==> config.mk <==
export PLATFORM = sky130hd
export DESIGN_NAME = rr_request_ctrl
export DESIGN_NICKNAME = d
export VERILOG_FILES = /design/src/rtl/rr_request_pkg.sv /design/src/rtl/rr_request_channel.sv /design/src/rtl/rr_request_ctrl.sv
export SDC_FILE = /design/constraint.sdc
export NUM_CORES = 1
export LEC_CHECK = 0
export CELL_PAD_IN_SITES_DETAIL_PLACEMENT = 2
export CELL_PAD_IN_SITES_GLOBAL_PLACEMENT = 2
export CORE_ASPECT_RATIO = 1.75
export CORE_UTILIZATION = 32
export DETAILED_ROUTE_END_ITERATION = 8
export PLACE_DENSITY = 0.85
export SKIP_LAST_GASP = 1
export SLEW_MARGIN = 20
export SYNTH_ARGS = -nofsm -noshare
export SYNTH_HDL_FRONTEND = slang
export SYNTH_SLANG_ARGS = --single-unit
==> constraint.sdc <==
create_clock -name clk -period 4.48 [get_ports clk]
set_clock_uncertainty 0.05 [all_clocks]
set_input_delay 0.896 -clock clk [delete_from_list [all_inputs] [get_ports clk]]
set_output_delay 0.896 -clock clk [all_outputs]
set_load 0.03 [all_outputs]
==> src/rtl/rr_request_pkg.sv <==
// rr_request_pkg
//   Shared definitions for the round-robin requester front end.
//   - ch_state_t    : per-channel state (IDLE, REQ, DONE)
//   - pending_width : bits needed to hold a pending count 0..depth
//   - quota_width   : bits needed to hold a grant count 0..quota
package rr_request_pkg;

    typedef enum logic [1:0] {
        IDLE = 2'd0,
        REQ  = 2'd1,
        DONE = 2'd2
    } ch_state_t;

    function automatic int pending_width(input int depth);
        return $clog2(depth + 1);
    endfunction

    // An unlimited quota (0) still gets a 1-bit counter so the channel
    // port map stays uniform; it simply never advances.
    function automatic int quota_width(input int quota);
        return (quota == 0) ? 1 : $clog2(quota + 1);
    endfunction

endpackage

==> src/rtl/rr_request_channel.sv <==
// rr_request_channel
//   One requester channel: pending-token counter, grant quota counter and the
//   IDLE/REQ/DONE state machine. The request output is decoded from the state
//   register only.
// Ports
//   clk, rst_n     clock, asynchronous active-low reset
//   i_clear        synchronous clear of the quota counter (pending kept)
//   i_push         token push from the traffic source
//   i_grant_hit    arbiter grant index equals this channel
//   o_push_ready   pending count below depth
//   o_request      channel is in REQ
//   o_done         channel is in DONE (quota reached)
module rr_request_channel
    import rr_request_pkg::*;
#(
    parameter int PENDING_DEPTH = 4,
    parameter int QUOTA         = 64
) (
    input  logic clk,
    input  logic rst_n,
    input  logic i_clear,
    input  logic i_push,
    input  logic i_grant_hit,
    output logic o_push_ready,
    output logic o_request,
    output logic o_done
);

    localparam int PW = pending_width(PENDING_DEPTH);
    localparam int QW = quota_width(QUOTA);
    localparam logic [PW-1:0] DEPTH_V = PW'(PENDING_DEPTH);
    localparam logic [QW-1:0] QUOTA_V = QW'(QUOTA);

    ch_state_t     state, state_next;
    logic [PW-1:0] pending, pending_next;
    logic [QW-1:0] quota_cnt, quota_cnt_next;
    logic          push_acc;
    logic          pop;

    assign o_request    = (state == REQ);
    assign o_done       = (state == DONE);
    assign o_push_ready = (pending != DEPTH_V);
    assign push_acc     = i_push && o_push_ready;
    // A grant only counts while requesting, so DONE/IDLE channels ignore it.
    assign pop          = i_grant_hit && (state == REQ);

    // Pending count: push and pop in the same cycle cancel out.
    always_comb begin
        pending_next = pending;
        if (push_acc && !pop) begin
            pending_next = pending + PW'(1);
        end else if (pop && !push_acc) begin
            pending_next = pending - PW'(1);
        end
    end

    // Grant quota counter: clear wins over a same-cycle pop; saturates at QUOTA.
    always_comb begin
        quota_cnt_next = quota_cnt;
        if (i_clear) begin
            quota_cnt_next = '0;
        end else if ((QUOTA != 0) && pop && (quota_cnt != QUOTA_V)) begin
            quota_cnt_next = quota_cnt + QW'(1);
        end
    end

    // State follows the next pending count so the request rises one cycle
    // after the first push and falls one cycle after the last pop.
    always_comb begin
        state_next = state;
        if (i_clear) begin
            state_next = (pending_next != '0) ? REQ : IDLE;
        end else if ((QUOTA != 0) && (quota_cnt_next == QUOTA_V)) begin
            state_next = DONE;
        end else if (state != DONE) begin
            state_next = (pending_next != '0) ? REQ : IDLE;
        end
    end

    always_ff @(posedge clk or negedge rst_n) begin
        if (!rst_n) begin
            state     <= IDLE;
            pending   <= '0;
            quota_cnt <= '0;
        end else begin
            state     <= state_next;
            pending   <= pending_next;
            quota_cnt <= quota_cnt_next;
        end
    end

endmodule

==> src/rtl/rr_request_ctrl.sv <==
// rr_request_ctrl
//   Requester-side front end for a round-robin arbiter. N channels queue
//   tokens, raise requests, consume the encoded grant and retire after a
//   per-channel grant quota (QUOTA = 0 means unlimited).
// Ports
//   clk, rst_n       clock, asynchronous active-low reset
//   i_clear          sync clear of quota and statistics counters
//   i_push[N]        per-channel token push;  o_push_ready[N] push accepted
//   o_request[N]     to arbiter request vector
//   i_grant          encoded grant index from the arbiter
//   o_pop[N]         one-hot, grant consumed this cycle (combinational)
//   o_quota_done[N]  channel retired;  o_all_done  every channel retired
//   o_grant_count    per-channel pop counters, COUNT_WIDTH each
//   o_busy_cycles    cycles with any request asserted
// Configuration
//   RR_REQ_STATS_EN  builds the statistics counters; otherwise both
//                    statistics ports are tied to zero.
module rr_request_ctrl
    import rr_request_pkg::*;
#(
    parameter int REQUEST_WIDTH = 8,
    parameter int PENDING_DEPTH = 4,
    parameter int QUOTA         = 64,
    parameter int COUNT_WIDTH   = 16
) (
    input  logic                               clk,
    input  logic                               rst_n,
    input  logic                               i_clear,
    input  logic [REQUEST_WIDTH-1:0]           i_push,
    output logic [REQUEST_WIDTH-1:0]           o_push_ready,
    output logic [REQUEST_WIDTH-1:0]           o_request,
    input  logic [$clog2(REQUEST_WIDTH)-1:0]   i_grant,
    output logic [REQUEST_WIDTH-1:0]           o_pop,
    output logic [REQUEST_WIDTH-1:0]           o_quota_done,
    output logic                               o_all_done,
    output logic [REQUEST_WIDTH*COUNT_WIDTH-1:0] o_grant_count,
    output logic [COUNT_WIDTH-1:0]             o_busy_cycles
);

    localparam int GW = $clog2(REQUEST_WIDTH);

    logic [REQUEST_WIDTH-1:0] grant_hit;

    // An index >= N matches no channel, so out-of-range grants are ignored.
    for (genvar i = 0; i < REQUEST_WIDTH; i++) begin : g_ch
        assign grant_hit[i] = (i_grant == GW'(i));

        rr_request_channel #(
            .PENDING_DEPTH (PENDING_DEPTH),
            .QUOTA         (QUOTA)
        ) u_channel (
            .clk          (clk),
            .rst_n        (rst_n),
            .i_clear      (i_clear),
            .i_push       (i_push[i]),
            .i_grant_hit  (grant_hit[i]),
            .o_push_ready (o_push_ready[i]),
            .o_request    (o_request[i]),
            .o_done       (o_quota_done[i])
        );
    end

    assign o_pop      = o_request & grant_hit;
    assign o_all_done = (QUOTA != 0) && (&o_quota_done);

`ifdef RR_REQ_STATS_EN
    localparam logic [COUNT_WIDTH-1:0] CNT_MAX = '1;

    logic [COUNT_WIDTH-1:0] busy_cnt;

    // Per-channel pop counters, saturating; clear wins over a same-cycle pop.
    for (genvar i = 0; i < REQUEST_WIDTH; i++) begin : g_stat
        logic [COUNT_WIDTH-1:0] grant_cnt;

        always_ff @(posedge clk or negedge rst_n) begin
            if (!rst_n) begin
                grant_cnt <= '0;
            end else if (i_clear) begin
                grant_cnt <= '0;
            end else if (o_pop[i] && (grant_cnt != CNT_MAX)) begin
                grant_cnt <= grant_cnt + COUNT_WIDTH'(1);
            end
        end

        assign o_grant_count[i*COUNT_WIDTH +: COUNT_WIDTH] = grant_cnt;
    end

    // Busy cycle counter, saturating.
    always_ff @(posedge clk or negedge rst_n) begin
        if (!rst_n) begin
            busy_cnt <= '0;
        end else if (i_clear) begin
            busy_cnt <= '0;
        end else if ((|o_request) && (busy_cnt != CNT_MAX)) begin
            busy_cnt <= busy_cnt + COUNT_WIDTH'(1);
        end
    end

    assign o_busy_cycles = busy_cnt;
`else
    assign o_grant_count = '0;
    assign o_busy_cycles = '0;
`endif

endmodule

# After elaboration in Yosys (flattened, before gate mapping)
# Cells that the tools add are included.
dict set report totals {
  reg_bits 96
  input_bits 14
  output_inout_bits 177
  word_cells 242
}
dict set report op_classes {
  n_addsub 24
  n_eq_ne 55
  n_mux 64
  bitwise 1
  reduce_logical 74
}
# operator count
set ops {}
lappend ops {{$mux 7} 16}
lappend ops {{$add 7x1->7 const B} 8}
lappend ops {{$eq 7x7->1 const B} 8}
lappend ops {{$ne 7x7->1 const B} 8}
lappend ops {{$mux 2} 24}
lappend ops {{$mux 3} 16}
lappend ops {{$reduce_bool 3->1} 16}
lappend ops {{$logic_and 1x1->1} 40}
lappend ops {{$add 3x1->3 const B} 8}
lappend ops {{$ne 3x3->1 const B} 8}
lappend ops {{$sub 3x1->3 const B} 8}
lappend ops {{$eq 2x1->1 const B} 8}
lappend ops {{$eq 2x2->1 const B} 8}
lappend ops {{$logic_not 1->1} 16}
lappend ops {{$ne 2x2->1 const B} 8}
lappend ops {{$eq 3x3->1 const B} 4}
lappend ops {{$and 8x8->8} 1}
lappend ops {{$mux 1} 8}
lappend ops {{$reduce_and 8->1} 1}
lappend ops {{$eq 3x2->1 const B} 2}
lappend ops {{$eq 3x1->1 const B} 1}
lappend ops {{$logic_not 3->1} 1}

# Longest topological paths before layout
dict set report depth {
  word_depth 11
  ltp_mapped 9
  depth_no_buf 8
}

# By module
# Synthesis repeated with hierarchy kept, for this count alone.
dict set report unflattened {
  cells_unflattened 849
  area_unflattened_um2 7687.4
}
# module n_inst cells_each area_per_inst_um2 seq_area_each_um2
set modules_own_cells {}
lappend modules_own_cells {{rr_request_channel (g_ch[1].u_channel ...)} 7 85 804.5 300.3}
lappend modules_own_cells {rr_request_ctrl 1 166 1237.4 0.0}
lappend modules_own_cells {{rr_request_channel (g_ch[0].u_channel)} 1 88 818.3 300.3}

# Least setup slack after synthesis
# OpenSTA, ideal clock, no wires.
dict set report synth_path {
  path_kind {input-to-output}
  start {input i_grant[2]}
  end {output o_pop[1]}
  arrival_time_ns 2.243
  setup_slack_ns 1.291
  cell_stages 6
  path_buffers 3
  cell_sequence {buf_6 -> or3b_2 -> or2_2 -> inv_1 -> buf_2 -> buf_4}
}
dict set report synth_between {
  elab_chain_cells 2
}
# element line_no
set synth_rtl {}
lappend synth_rtl {{start: declaration} rr_request_ctrl.sv:32} ;# input logic [$clog2(REQUEST_WIDTH)-1:0] i_grant,
lappend synth_rtl {{$eq 3x1->1} rr_request_ctrl.sv:46} ;# assign grant_hit[i] = (i_grant == GW'(i));
lappend synth_rtl {{$and 8x8->8} rr_request_ctrl.sv:63} ;# assign o_pop = o_request & grant_hit;
lappend synth_rtl {{end: declaration} rr_request_ctrl.sv:33} ;# output logic [REQUEST_WIDTH-1:0] o_pop,
# No other way between the ends.

# Worst setup path in the final report
dict set report layout_path {
  start {input i_grant[0]}
  end {output o_pop[6]}
}
dict set report layout_between {
  elab_chain_cells 2
}
# element line_no
set layout_rtl {}
lappend layout_rtl {{$eq 3x3->1} rr_request_ctrl.sv:46}
lappend layout_rtl {{$and 8x8->8} rr_request_ctrl.sv:63}
# No other way between the ends.

==> reports/qor.yml <==
status:
  outcome: "finished, final reports clean"
sta:
  drv_slew: 0
  fin_crit_sh_pct: 89.23
  slew_headroom_pct: 47.68
  fin_crit_ns: 3.997
  worst_pin_slew_ns: 0.7801
  worst_slack_ns: 0.4827
  max_freq_mhz: 250.2
  setup_tns_ns: 0
  grt_setup_unrepaired: "false"
  hold_viol: 0
  finalSetupViolations: 0
worst_setup_path:
  worstRegToRegCells: 8
  cp.arrival_ns: 3.05
  r2r-end: "g_ch[3].u_channel.state[0]"
  end_kind: "output pin"
  critPathRequiredTime_ns: 3.53
  critical_path.max_fanout: 8
  startpoint_type: "input port"
  critical_path_class: "input port to output pin"
  r2r-start: "g_ch[3].u_channel.quota_cnt[0]"
  r2r_slack_ns: 1.99
drt:
  wl_um: 19440
  drc: 0
  drtPass1Iterations: 4
  viasPerCell: 4.851
  ant_nets: 0
  drt-wirelength-per-cell_um: 16.04
  drtIter0Drc: 242
  routed-via-count: 5879
final_layout:
  multi_input_area_um2: 4104
  drive_above_1_share_pct: 5.507
  fill_cells: 2758
  area_growth_pct: 4.774
  final_nets: 958
  antenna_cells: 0
  seq_area_um2: 2402
power:
  p_comb_share_pct: 40.2
  irDropWorstVdd_v: 0.0001978
  swShare_pct: 40.39
  leakage_nw: 3.510
  power_frac_seq_pct: 34.4
  powerDensity_nw_per_um2: 423.2
  p_sw_mw: 1.366
  power_frac_clock_pct: 25.5
  internal_power_mw: 2.016
place:
  gp_congestion: 0.7883
  dp_worst_setup_slack_ns: 0.5318
  io_buffers: 46
  dp_hpwl_um: 15080
synth:
  synth_edf_count: 0
  synth_fa_ha_area_share_pct: 6.562
  ys_types: 66
  ys_ff_latch: 96
  ys_warn_count: 0
  synth_area_um2: 7627
  yosysTopAreaCell: "dfrtp_1"
  synth_area_leaders: "dfrtp_1 31%, buf_4 17%, ha_1 6.6%"
  synth-xor-area-share_pct: 6.545
  synth_top_family_by_area: "buffers and inverters"
  async_reset_ff_share_pct: 100.0
  synth_area_per_cell_um2: 8.570
  synth-compound-area-share_pct: 10.70
  synth_top_area_share_pct: 31.50
  synth_cells: 890
  synthFlopType: "dfrtp_1"
  synth-simple-area-share_pct: 21.56
  synth_mux_area_share_pct: 1.362
  yosysSeqAreaShare_pct: 31.50
clocking:
  clock_sinks: 96
  postCtsSetupBuffers: 0
  numCtsBuffers: 9
  clkTransAtPathRegs_ns: 0.07
  hold_buffers: 0
  cts-root-buf: "clkbuf_16"
  clk_latency_ns: 0.37
  h-tree-depth: 3
  tritoncts: "built"
  clock_path_buffers: 2
  ctsResizeCount: 0
global_routing:
  grt_pass1_wl_um: 32150
  gr-total-overflow: 0
  grt_max_degree: 53
  antenna_found_initial: 0
  grt_pass1_vias: 6465
  grt_usage_pct: 16.49
die:
  dieArea_um2: 24480
  io_pins: 191
  core_area_um2: 23330
  die_h_um: 206.2
  die_w_um: 118.7
  rows: 74
  start_util_pct: 32.69
run:
  cap_violations: 0
min_path:
  holdPathStages: 1
  hold_path_startpoint: "g_ch[0].u_channel.pending[2]"
  worstHoldEndpoint: "g_ch[0].u_channel.pending[2]"
  hold_path_class: "flop to flop"
-- flip-flops by register name, summed over array words and instances, names as in the netlist --
signal and flops:
g_ch.u_channel.pending 24, g_ch.u_channel.state 16, g_ch.u_channel.quota_cnt 56
-- worst max-delay path: stages --
cell	delay, ns
clkdlybuf4s50_1	0.66
nor4bb_1	0.56
nand2_1	0.18
clkinv_1	0.09
clkdlybuf4s50_1	0.66
-- cell usage in the layout (no fill, tap or decap), types with 17 or more instances in the layout --
cell type,instances
xnor2_1,46
buf_4,17
nor2b_1,28
nand2_1,62
inv_1,60
conb_1,144
a21oi_1,27
dfrtp_1,96
nor2_1,86
clkdlybuf4s50_1,40
nand3_1,27
nand4_1,17
ha_1,40
-- worst max path at each step --
| stage | slack, ns | endpoint | from |
|---|---|---|---|
| floorplan | 1.29 | o_pop[1] | i_grant[2] |
| finish | 0.48 | o_pop[6] | i_grant[0] |
| CTS | 0.51 | o_pop[6] | i_grant[0] |
| global route | 0.35 | o_pop[6] | i_grant[0] |
| global placement | 0.56 | o_pop[7] | i_grant[0] |
| detailed placement | 0.53 | o_pop[6] | i_grant[0] |
-- layout make-up --
cell class	count	share of cell area, %
Sequential cell	96	30.06
Multi-Input combinational cell	676	51.35
Inverter	62	2.912
Timing Repair Buffer	59	6.920
Tap cell	304	4.760
Clock buffer	9	2.818
Clock inverter	6	1.174
-- metal layers --
| metal | vias to the layer above | global-route usage (%) | share of wire [%] |
|---|---|---|---|
| met5 | - | 0 | 0 |
| met2 | 187 | 32.52 | 56 |
| met4 | 0 | 7.731 | 3.0 |
| li1 | 2723 | - | - |
| met1 | 2932 | 16.40 | 37 |
| met3 | 37 | 3.008 | 4.3 |
-- logic make-up (layout without fill, tap and decap cells) --
kind of cell,after synthesis,after routing
buffers and inverters,261,136
adders and majority gates,40,40
muxes,9,9
other,1,144
DFF,96,96
xor gates and xnor gates,57,57
and+or+nand+nor,308,308
AOI/OAI and AO/OA,118,118
-- Yosys cell counts (3+ instances only) --
library cell / number
a211oi_1: 4
or3_1: 3
or2_2: 3
a31oi_1: 11
xor2_1: 11
nand4_1: 17
o21ai_0: 15
or4_1: 7
clkbuf_1: 15
buf_4: 176
o31ai_1: 10
nand2_1: 62
o22a_1: 5
nor4bb_1: 4
o211ai_1: 12
nand2b_1: 12
nor4b_1: 4
mux2i_1: 7
and2_1: 5
nor4_1: 7
nand4b_1: 5
a31o_2: 4
nand3_1: 27
and3_1: 9
buf_1: 4
nor2b_1: 28
nand4bb_1: 3
xnor2_1: 46
ha_1: 40
nor2_1: 86
a21oi_1: 27
nand3b_1: 7
dfrtp_1: 96
o221ai_1: 7
inv_1: 60
nor3_1: 8
-- power groups by stage --
| stage | Combinational [mW] | Sequential [mW] | Clock [mW] |
|---|---|---|---|
| finish | 1.36 | 1.16 | 0.861 |
| global route | 1.51 | 1.19 | 0.912 |
| CTS | 1.38 | 1.17 | 0.889 |
| detailed placement | 1.36 | 1.18 | 0 |
| global placement | 1.30 | 1.17 | 0 |
| floorplan | 1.17 | 1.13 | 0 |
-- through the flow --
step / power, mW / cell area, µm² / cells / util (%) / hold slack [ns]
global placement: 2.470 / 7672 / 1197 / 32.88 / 0.4520
global route: 3.615 / 7991 / 1212 / 34.25 / 0.4968
floorplan: 2.302 / 8164 / 1033 / - / 0.4219
CTS: 3.431 / 7991 / 1212 / 34.25 / 0.4602
detailed placement: 2.545 / 7672 / 1197 / 32.88 / 0.4527
finish: 3.382 / 7991 / 1212 / 34.25 / 0.4550
Power figures use the tool's default switching activity.
==> RTL edit 1: new RTL, config.mk and constraints unchanged <==
Build with the macro `RR_REQ_STATS_EN` defined.
--- a/src/rtl/rr_request_ctrl.sv
+++ b/src/rtl/rr_request_ctrl.sv
@@ -15,6 +15,8 @@
 // Configuration
 //   RR_REQ_STATS_EN  builds the statistics counters; otherwise both
 //                    statistics ports are tied to zero.
+`define RR_REQ_STATS_EN
+
 module rr_request_ctrl
     import rr_request_pkg::*;
 #(
Behaviour: not the same (Yosys sat finds a counterexample within 4 cycles, from zero or initial values and one cycle with rst_n low).
==> RTL edit 1 against the original RTL <==
- first-iteration DRC count up 45%
- register-to-register slack lost 0.14 ns
- worst setup slack better by 0.22 ns
- area after synthesis up 79%
- largest cell class unchanged
- total power rose by 81%
- final cell count is 82% higher
- sequential cell count grew 144
- clock power grew to 2.6 times the old value
- worst hold slack got worse by 0.087 ns
- design area increased by 110%
- critical path depth stayed put
- wire length increased by 130%
==> RTL edit 1: results <==
[run_status]
outcome = "complete, no violations"

[placement]
io_buffers = 190
dpl_cell_area_mm2 = 0.0160
gpl.final_weighted_congestion = 0.810
dpl.hpwl_mm = 31.6

[clock_tree]
clock_latency_ns = 0.55
cts_max_level = 1
cts_repair_resize_count = 0
cts_buffers = 27

[global_route]
largest_net_degree_at_the_start_of_global_routing = 116
grt_pass1_wl_mm = 70.9
grtUsageTotal_pct = 20.5
grt_antenna_before_repair = 2
via_count_of_the_first_global_routing_pass = 13299

[critical_path]
slowest_delay_ns = 0.72
crit-reg2reg-capture = "g_stat[0].grant_cnt[13]$_DFFE_PN0P_"
crit_arrival_ns = 2.83
path_delay_family = "buffers and inverters"
crit-reg2reg-launch = "g_ch[0].u_channel.state[1]$_DFFE_PN0P_"
crit_fanout = 6

[layout]
largest_regs = "g_stat.grant_cnt (128), g_ch.u_channel.quota_cnt (56), g_ch.u_channel.pending (24)"
largest_register_ffs = 128
num-fill-cells = 4619
drive_gt1_share_pct = 5.69
finalNetCount = 1695

[synthesis]
synth_top_area_cells = "sky130_fd_sc_hd__dfrtp_1, sky130_fd_sc_hd__nor2_1, sky130_fd_sc_hd__xor2_1"
top_cells_by_instance_count_after_synthesis = "sky130_fd_sc_hd__dfrtp_1, sky130_fd_sc_hd__nor2_1, sky130_fd_sc_hd__nand2_1"
synth_cell_types = 78
yosysTopAreaCellShare_pct = 44.0

[routing]
route.met3.wl_mm = 1.32
totalWireLength_mm = 43.8
top_signal_layer_used = "met5"
detailroute.wirelength.met2_mm = 24.9
route.layer.met1.wl_mm = 16.0
drtIter0Drc = 351

[timing]
fin_hold_ws_ns = 0.368
max_slew.worst_pin.slew_ns = 1.09

[worst_hold_path]
min_path_type = "input port to asynchronous set/reset pin"

[power_and_ir_drop]
leakage_nw = 6.94
[RTL edit 1: report_power, final]
group	internal, mW	switching [mW]
combinational	0.558	0.843
sequential	2.32	0.136
clock	1.28	0.961
[RTL edit 1: layer usage]
layer | global-route usage, % | up-vias
li1 | - | 5350
met3 | 2.49 | 91
met1 | 21.1 | 5904
met5 | 0 | -
met4 | 8.05 | 2
met2 | 40.9 | 194
[RTL edit 1: cell families after synthesis]
| kind of cell | count (synthesis) | synth area share, % |
|---|---|---|
| mux | 31 | 2.37 |
| buf+inv | 151 | 5.13 |
| fa+ha+maj | 58 | 5.16 |
| simple gates | 654 | 23.7 |
| xor+xnor | 186 | 11.9 |
| compound gates | 154 | 7.63 |
| flops | 240 | 44.0 |
[RTL edit 1: metrics by stage]
stage / setup WS, ns / instances
6_report: 0.703 / 2209
4_1_cts: 0.710 / 2208
2_1_floorplan: 1.54 / 1474
3_3_place_gp: 0.814 / 2158
3_5_place_dp: 0.756 / 2158
5_1_grt: 0.645 / 2209
[RTL edit 1: layout make-up]
cell class                 instances  area [µm²]  share of cell area [%]
timing repair buffer             203        2040                    12.1
multi-input combinational       1083        6940                    41.2
sequential                       240        6010                    35.7
antenna                            1        2.50                  0.0149
clock buffer                      40         795                    4.72
tap                              555         694                    4.12
inverter                          77         289                    1.72
clock inverter                    10        78.8                   0.468
[RTL edit 1: worst max path at each step]
stage	start	to	slack, ns
2_1_floorplan	i_grant[0]	o_pop[7]	1.54
6_report	i_grant[0]	o_pop[3]	0.70
5_1_grt	i_grant[0]	o_pop[3]	0.64
4_1_cts	i_grant[0]	o_pop[3]	0.71
3_3_place_gp	i_grant[0]	o_pop[3]	0.81
3_5_place_dp	i_grant[0]	o_pop[3]	0.76
==> RTL edit 2: new RTL, same flow settings <==
Without the edit above. Take the reset off `pending` and load it in a clocked block of its own.
--- a/src/rtl/rr_request_channel.sv
+++ b/src/rtl/rr_request_channel.sv
@@ -80,14 +80,16 @@
     always_ff @(posedge clk or negedge rst_n) begin
         if (!rst_n) begin
             state     <= IDLE;
-            pending   <= '0;
             quota_cnt <= '0;
         end else begin
             state     <= state_next;
-            pending   <= pending_next;
             quota_cnt <= quota_cnt_next;
         end
     end
 
+    always_ff @(posedge clk) begin
+        pending <= pending_next;
+    end
+
 endmodule
 
Function: changed (a bounded check fails within 4 cycles, from zero or initial values and one cycle with rst_n low).
==> RTL edit 2 against the original RTL <==
- first-iteration DRC count fell by 15%
- register-to-register slack lost 0.04 ns
- synthesized cell count is the same
- critical path depth is the same
- area after synthesis decreased by 1.6%
- via count down 0.32%
- wire length rose by 2.2%
- worst setup slack got worse by 0.032 ns
- sequential cell count unchanged
- total power up 0.21%
- maximum frequency shrank 0.78%
- design area shrank 1.5%
- critical endpoint unchanged
- highest routed layer unchanged
==> RTL edit 2: results <==
[run_status]
outcome = "complete, no violations"

[layout]
ff_latch_area_mm2 = 0.00228
finalNetCount = 957
num-fill-cells = 2655
drive_gt1_share_pct = 5.29

[power_and_ir_drop]
vdd.ir_drop.worst_mv = 0.191
power_switching_mw = 1.35
report.power.total_mw = 3.39
leakage_nw = 3.43
power.share.sequential_pct = 34.3

[clock_tree]
root_buffer = "sky130_fd_sc_hd__clkbuf_16"

[timing]
max_slew.worst_pin.slew_ns = 0.903
top_achievable_clock_speed_mhz = 248
fin_hold_ws_ns = 0.317

[placement]
worst_slack_after_detailed_placement_ns = 0.472
gpl.final_weighted_congestion = 0.788
dpl.hpwl_mm = 14.9
dp_cells = 1192
dpl_cell_area_mm2 = 0.00755

[synthesis]
yosys.area_share.xor_xnor_pct = 6.65
synth_cell_types = 67
post_synth_mux_area_share_pct = 1.38
synth.avg_cell_area_um2 = 8.44
synth_top_area_cells = "sky130_fd_sc_hd__dfrtp_1, sky130_fd_sc_hd__buf_4, sky130_fd_sc_hd__ha_1"
top_cells_by_instance_count_after_synthesis = "sky130_fd_sc_hd__buf_4, sky130_fd_sc_hd__nor2_1, sky130_fd_sc_hd__dfrtp_1"
synth-compound-area-share_pct = 10.9

[critical_path]
crit-reg2reg-launch = "g_ch[0].u_channel.state[1]$_DFFE_PN0P_"
crit_arrival_ns = 3.08
worst-r2r-cell-count = 6

[global_route]
grtUsageTotal_pct = 17.0
grt_pass1_wl_mm = 32.3
via_count_of_the_first_global_routing_pass = 6476

[routing]
totalWireLength_mm = 19.9
post_drt_wl_per_cell_um = 16.4
drtIter0Drc = 205
num_vias = 5860

[worst_hold_path]
min_path_type = "input port to asynchronous set/reset pin"
## RTL edit 2: cell count changes after synthesis
cell	change
sky130_fd_sc_hd__dfxtp_1	+24
sky130_fd_sc_hd__dfrtp_1	-24
## RTL edit 2: area by class of cell
type / instances / area share, %
well taps: 300 / 4.77
clock inverters: 4 / 0.985
repair buffers: 58 / 7.06
flip-flops and latches: 96 / 29.0
clock buffers: 12 / 3.13
inverters: 62 / 2.96
multi-input cells: 676 / 52.1
## RTL edit 2: worst max-delay path, stage by stage
cell and delay, ns:
sky130_fd_sc_hd__clkdlybuf4s50_1 0.66, sky130_fd_sc_hd__nor4bb_1 0.58, sky130_fd_sc_hd__nand2_1 0.18, sky130_fd_sc_hd__clkinv_1 0.10, sky130_fd_sc_hd__clkdlybuf4s50_1 0.67
## RTL edit 2: per-layer routing
metal / global-route usage (%) / wire [µm] / vias up
met5: 0 / 0 / -
met3: 2.59 / 715 / 46
met2: 34.0 / 11300 / 200
met1: 15.9 / 7040 / 2892
li1: - / - / 2722
met4: 10.1 / 792 / 0
